### src/rtl/multi_shifter.sv
// rtl/multi_shifter.sv - multi-cycle 16-bit shift sequencer, one bit per clock
module multi_shifter (
    input  logic        clk,
    input  logic        reset,
    input  logic        start,
    input  logic [15:0] in,
    input  logic [1:0]  shift,
    input  logic [3:0]  amount,
    output logic [15:0] sout,
    output logic        carry,
    output logic        busy,
    output logic        done
);

    typedef enum logic [1:0] {
        IDLE  = 2'd0,
        SHIFT = 2'd1,
        DONE  = 2'd2
    } state_t;

    state_t      state;
    state_t      state_next;
    logic [1:0]  op;
    logic [3:0]  cnt;
    logic        accept;

    assign accept = start && ((state == IDLE) || (state == DONE));
    assign busy   = (state == SHIFT);
    assign done   = (state == DONE);

    always_comb begin
        state_next = state;
        case (state)
            IDLE, DONE: begin
                if (start) begin
                    state_next = ((amount == 4'd0) || (shift == 2'b00)) ? DONE : SHIFT;
                end else begin
                    state_next = IDLE;
                end
            end
            SHIFT: begin
                // cnt is never 0 here; <= keeps a corrupted count from wrapping forever
                if (cnt <= 4'd1) begin
                    state_next = DONE;
                end
            end
            default: state_next = IDLE;
        endcase
    end

    always_ff @(posedge clk) begin
        if (reset) begin
            state <= IDLE;
            sout  <= 16'h0000;
            carry <= 1'b0;
            op    <= 2'b00;
            cnt   <= 4'd0;
        end else begin
            state <= state_next;
            if (accept) begin
                sout  <= in;
                carry <= 1'b0;
                op    <= shift;
                cnt   <= amount;
            end else if (state == SHIFT) begin
                case (op)
                    2'b01: begin
                        carry <= sout[15];
                        sout  <= {sout[14:0], 1'b0};
                    end
                    2'b10: begin
                        carry <= sout[0];
                        sout  <= {1'b0, sout[15:1]};
                    end
                    2'b11: begin
                        carry <= sout[0];
                        sout  <= {sout[15], sout[15:1]};
                    end
                    default: begin
                        carry <= carry;
                        sout  <= sout;
                    end
                endcase
                cnt <= cnt - 4'd1;
            end
        end
    end

endmodule

### config.mk
export PLATFORM = sky130hd
export DESIGN_NAME = multi_shifter
export DESIGN_NICKNAME = d
export VERILOG_FILES = /design/src/rtl/multi_shifter.sv
export SDC_FILE = /design/constraint.sdc
export NUM_CORES = 1
export LEC_CHECK = 0
export ABC_AREA = 1
export CORE_AREA = 2 2 61 63
export CTS_CLUSTER_DIAMETER = 120
export DETAILED_ROUTE_END_ITERATION = 10
export DIE_AREA = 0 0 63 65
export PLACE_DENSITY_LB_ADDON = 0.15
export SLEW_MARGIN = 20
export SYNTH_ARGS = -nofsm -noshare
export SYNTH_HDL_FRONTEND = slang
export SYNTH_SLANG_ARGS = --single-unit
### constraint.sdc
create_clock -name clk -period 1.9 [get_ports clk]
set_input_delay 0.38 -clock clk [delete_from_list [all_inputs] [get_ports clk]]
set_output_delay 0.38 -clock clk [all_outputs]
set_load 0.01 [all_outputs]
## Yosys cells after proc, flatten, opt, wreduce, memory -nomap -nowiden

Cells that the tools add are included.

| cells by class | value |
|---|---|
| add/sub/neg operators | 1 |
| $mul | 0 |
| divide/modulo/power cells | 0 |
| magnitude comparators | 1 |
| equality and inequality tests | 7 |
| shift-type cells | 0 |
| muxes and demuxes | 10 |
| bitwise logic cells | 0 |
| reduce and logical (&&, ||, !) cells | 16 |

Operators by type and width:

| cell | number |
|---|---|
| one-hot mux 16 bit (3 select lines) | 1 |
| 2-to-1 mux 16 bit | 2 |
| 2-to-1 mux 4 bit | 2 |
| equality test 2 bit, second input constant | 3 |
| 2-to-1 mux 2 bit | 3 |
| OR reduction 2 bit | 3 |
| equality test 2 x 1 -> 1 bit, second input constant | 2 |
| less-or-equal comparator 4 x 1 -> 1 bit, second input constant | 1 |
| zero test 2 bit | 2 |
| zero test 4 bit | 1 |
| one-hot mux 2 bit (2 select lines) | 1 |
| AND reduction 2 bit | 2 |
| nonzero test 2 bit | 2 |
| nonzero test 4 bit | 1 |
| subtractor 4 x 1 -> 4 bit, second input constant | 1 |
| AND reduction 3 bit | 1 |
| nonzero test 3 bit | 1 |
| logical OR 1 bit | 2 |
| inequality test 2 x 1 -> 1 bit, second input constant | 1 |
| inequality test 2 bit, second input constant | 1 |
| one-hot mux 1 bit (2 select lines) | 1 |
| logical AND 1 bit | 1 |

| word-level totals | value |
|---|---|
| flip-flop bits (word level) | 25 |
| latch bits | 0 |
| memory bits (writable) | 0 |
| memory bits (read-only) | 0 |
| input port bits | 25 |
| output and inout port bits | 19 |
| word-level logic and storage cells | 41 |
| memories kept | 0 |

## Longest topological paths before layout

Gate-level depths: netlist of run 1.

| depth | value |
|---|---|
| depth in word-level cells | 5 |
| gate-level depth with buffers | 10 |
| mapped depth without buffers | 8 |

## Worst setup path before layout of run 1

Ideal clock, no wire load.

| timing path | value |
|---|---|
| path type | reg-to-reg |
| from | reg op[1] |
| to | reg sout[0] |
| library setup time | 0.111 ns |
| arrival time | 1.527 ns |
| slack | 0.262 ns |
| cell stages (with the launch flop) | 11 |
| buffers on the path | 3 |
| period minus slack after synthesis | 1.638 ns |
| cells stage by stage | dfxtp_1 > inv_1 > buf_2 > ha_1 > nor2_1 > nand2_1 > nand2_2 > buf_6 > buf_6 > nor2_1 > nor2_1 |

| between the ends | value |
|---|---|
| longest elaborated chain between the ends | 4 |

Ends and longest elaborated chain:

| what | RTL line | RTL |
|---|---|---|
| from (decl) | 23 | `logic [1:0] op;` |
| from (signal assigned) | 63 | `op <= shift;` |
| equality test 2 bit or equality test 2 x 1 -> 1 bit (tied branches) | 66 | `case (op)` |
| one-hot mux 16 bit (3 select lines) | 66 |  |
| 2-to-1 mux 16 bit | 65 | `end else if (state == SHIFT) begin` |
| 2-to-1 mux 16 bit | 60 | `if (accept) begin` |
| to (signal assigned) | 61 | `sout <= in;` |
| to (signal assigned) | 69 | `sout <= {sout[14:0], 1'b0};` |
| to (signal assigned) | 73 | `sout <= {1'b0, sout[15:1]};` |
| to (decl) | 9 | `output logic [15:0] sout,` |

Parallel ways exist; a longest one is shown, timed or not. The select of a mux whose other input is x is not followed.
A chain may end at the register's enable or synchronous reset.

## Final worst setup path of run 1

| timing path | value |
|---|---|
| from | reg state[1] |
| to | out done |

| between the ends | value |
|---|---|
| longest elaborated chain between the ends | 1 |

Ends and longest elaborated chain:

| what | RTL line | RTL |
|---|---|---|
| from (decl) | 21 | `state_t state;` |
| from (signal assigned) | 59 | `state <= state_next;` |
| equality test 2 bit | 29 | `assign done = (state == DONE);` |
| to (decl) | 12 | `output logic done` |

No other way between the ends.

==> metrics, run 1 <==
GRT Overall Usage 0.1945; Final nets 348; I/O pins 44; RSZ-0062 raised after global routing no; Syn-to-layout area delta 34.84%; CTS Root Cell clkbuf_4; synthesis-stage register bit count 25; post-DP HPWL 2845 um; first-pass iteration count of the detailed router 4; antenna viol nets, final 0; VDD IR-drop max 469.8 uV; # diodes 0; Placer Congestion 0.8310; Arrival @ worst endpoint 1.42 ns; metal3 WL 125 um; Post-Route Setup TNS 0 ns; Post-CTS Hold Buffers 0; CTS Sinks 25; Mapped Area 0.001577 mm^2; Hold WC Path Type register to register; area fraction of the dominant cell type after synthesis 0.3175; Synth area leader dfxtp_1; H-tree levels 1; Die ar. 0.004095 mm^2; via count 1,666; vias in the first global route 1,499; largest cells by area after synthesis dfxtp_1 (32%), nand2_1 (25%), nor2_1 (10%); DP Area 0.002087 mm^2; met2 wire len 1801 um; Gate power share 0.398; DRT met1 WL 1812 um; worst path required time 1.52 ns; ratio of final minimum period to clock period 0.9454; Critical Path Sink Type primary output; critical path launch point type register; Die H 65 um; Pwr Density 695.0 mW/mm^2; worst-margin pin slew 0.2955 ns; final instance area 0.002126 mm^2; CTS tree done; syn_nets 301; layout cells sized above 1 0.06646; clock slew at reported path FFs 0.15 ns; Post-Route WL 3758 um; Initial Utilization 0.4510; Yosys Warn Count 0; uppermost layer routed met4; Seq pwr share 0.428; Max Clk Rate 556.7 MHz; Avg Cell Area, Syn 5.839 um^2; Seq/Total Area, Yosys 0.3175; GRT Residual Overflow 0; DR WL/cell 10.32 um; Vias per Instance 4.577; Pins Over Slew Limit 0; largest net degree at the start of global routing 30; Leak Pwr 1.077 nW; switching power total 0.5274 mW; first-pass GRT wire length 6382 um; maxcap violations 0; cells after synthesis 270; Synth cell types 19; Sw Ratio 0.3570; DR iter-0 viols 76; row cnt 22; Max clock buf depth 2; postcts setup bufs 0; result of the run completed; Die Span X 63 um; clk_lat worst skew 0.33 ns; initial antenna violation count 0; Fin. Hold Viols 0; total CTS buffers 3; DRC violations left 0; crit-path max FO 2; I/O Buffers 43; Slew headroom 0.8028; final setup violation count 0; Clk pwr share 0.174; minimum clock period 1.796 ns; Core ar. 0.003496 mm^2; internal power 0.9500 mW; Final Skew 0.004945 ns; type of the worst setup path register to primary output; total power draw 1.477 mW
==> stage by stage <==
step           setup WS [ns]  cells  hold WS (ns)    util
2_1_floorplan         0.2616    270        0.4491       -
3_3_place_gp          0.2111    360        0.4680  0.5970
3_5_place_dp          0.1839    360        0.4645  0.5970
4_1_cts              0.02382    364        0.4896  0.6074
5_1_grt              0.01004    364        0.5546  0.6081
6_report              0.1037    364        0.4879  0.6081
==> registers in the layout (all words and copies together), names as in the netlist <==
| register | cells |
|---|---|
| sout | 16 |
| cnt | 4 |
| op | 2 |
| state | 2 |
| carry | 1 |
==> metal layers <==
layer | vias to the layer above | global-route usage
li1 | 911 | -
met1 | 724 | 0.2473
met2 | 29 | 0.3404
met3 | 2 | 0.03819
met4 | 0 | 0.04167
met5 | - | 0
==> worst max-delay path, cell delays in order, from the launching register on <==
cell             delay, ns
dfxtp_1               0.41
inv_1                 0.07
nor2_1                0.08
clkdlybuf4s50_1       0.53
==> cells by family (layout without fill, tap and decap cells) <==
group | count (synthesis) | count (layout) | share of synthesized area
AOI/OAI and AO/OA | 17 | 17 | 0.05714
DFF | 25 | 25 | 0.3175
adders and majority gates | 6 | 6 | 0.04762
and+or+nand+nor | 180 | 180 | 0.4611
buffers and inverters | 42 | 88 | 0.1167
==> power by group through the flow <==
| stage | logic (mW) | clock network (mW) | registers (mW) |
|---|---|---|---|
| 6_report | 0.588 | 0.257 | 0.632 |
| 5_1_grt | 0.666 | 0.292 | 0.641 |
| 4_1_cts | 0.593 | 0.274 | 0.633 |
| 3_5_place_dp | 0.589 | 0 | 0.643 |
| 3_3_place_gp | 0.583 | 0 | 0.643 |
| 2_1_floorplan | 0.342 | 0 | 0.657 |
==> layout by cell type (no fill, tap or decap), types with 2 or more instances in the layout <==
master	n
clkbuf_4	3
buf_4	9
ha_1	6
inv_1	30
o211ai_1	2
o21ai_0	6
a21oi_1	9
clkdlybuf4s50_1	42
nor2_1	43
nand3_1	24
nand2_2	2
nand2_1	107
dfxtp_1	24
==> final timing paths <==
path              startpoint  endpoint  slack (ns)  cells past startpoint
setup reg to reg       op[1]   sout[6]        0.43                      9
setup / recovery    state[1]      done        0.10                      3
hold reg to reg        carry     carry        0.49                      2
hold / removal         carry     carry        0.49                      2
==> cell type report <==
type,count,area [um^2]
repair buffers,53,520.5
clock buffers,3,22.52
well taps,48,60.06
multi-input cells,203,897.1
clock inverters,1,7.507
fillers,392,1370
flip-flops and latches,25,501.7
inverters,31,116.4
==> Yosys cell counts <==
cell type / number
a21oi_1: 9
nand2_1: 107
buf_6: 2
nand2_2: 2
nand3_1: 24
or2_2: 1
o211ai_1: 2
nor2_2: 1
inv_2: 1
clkbuf_1: 2
buf_4: 1
dfxtp_1: 25
nand2_4: 1
ha_1: 6
nor2_1: 43
nand3b_1: 1
buf_2: 6
inv_1: 30
o21ai_0: 6
==> timing repair <==
action,4_1_cts,5_1_grt
gates resized for setup,2,1
hold endpoints to repair,0,0
setup endpoints to repair,1,1
Power figures use the tool's default switching activity.
==> run 2, diff against run 1 <==
--- a/config.mk
+++ b/config.mk
@@ -10,6 +10,7 @@
 export CTS_CLUSTER_DIAMETER = 120
 export DETAILED_ROUTE_END_ITERATION = 10
 export DIE_AREA = 0 0 63 65
+export HOLD_SLACK_MARGIN = 0.15
 export PLACE_DENSITY_LB_ADDON = 0.15
 export SLEW_MARGIN = 20
 export SYNTH_ARGS = -nofsm -noshare
==> results of run 2 <==
The final DEF is identical to that of run 1; final timing and power are the same.
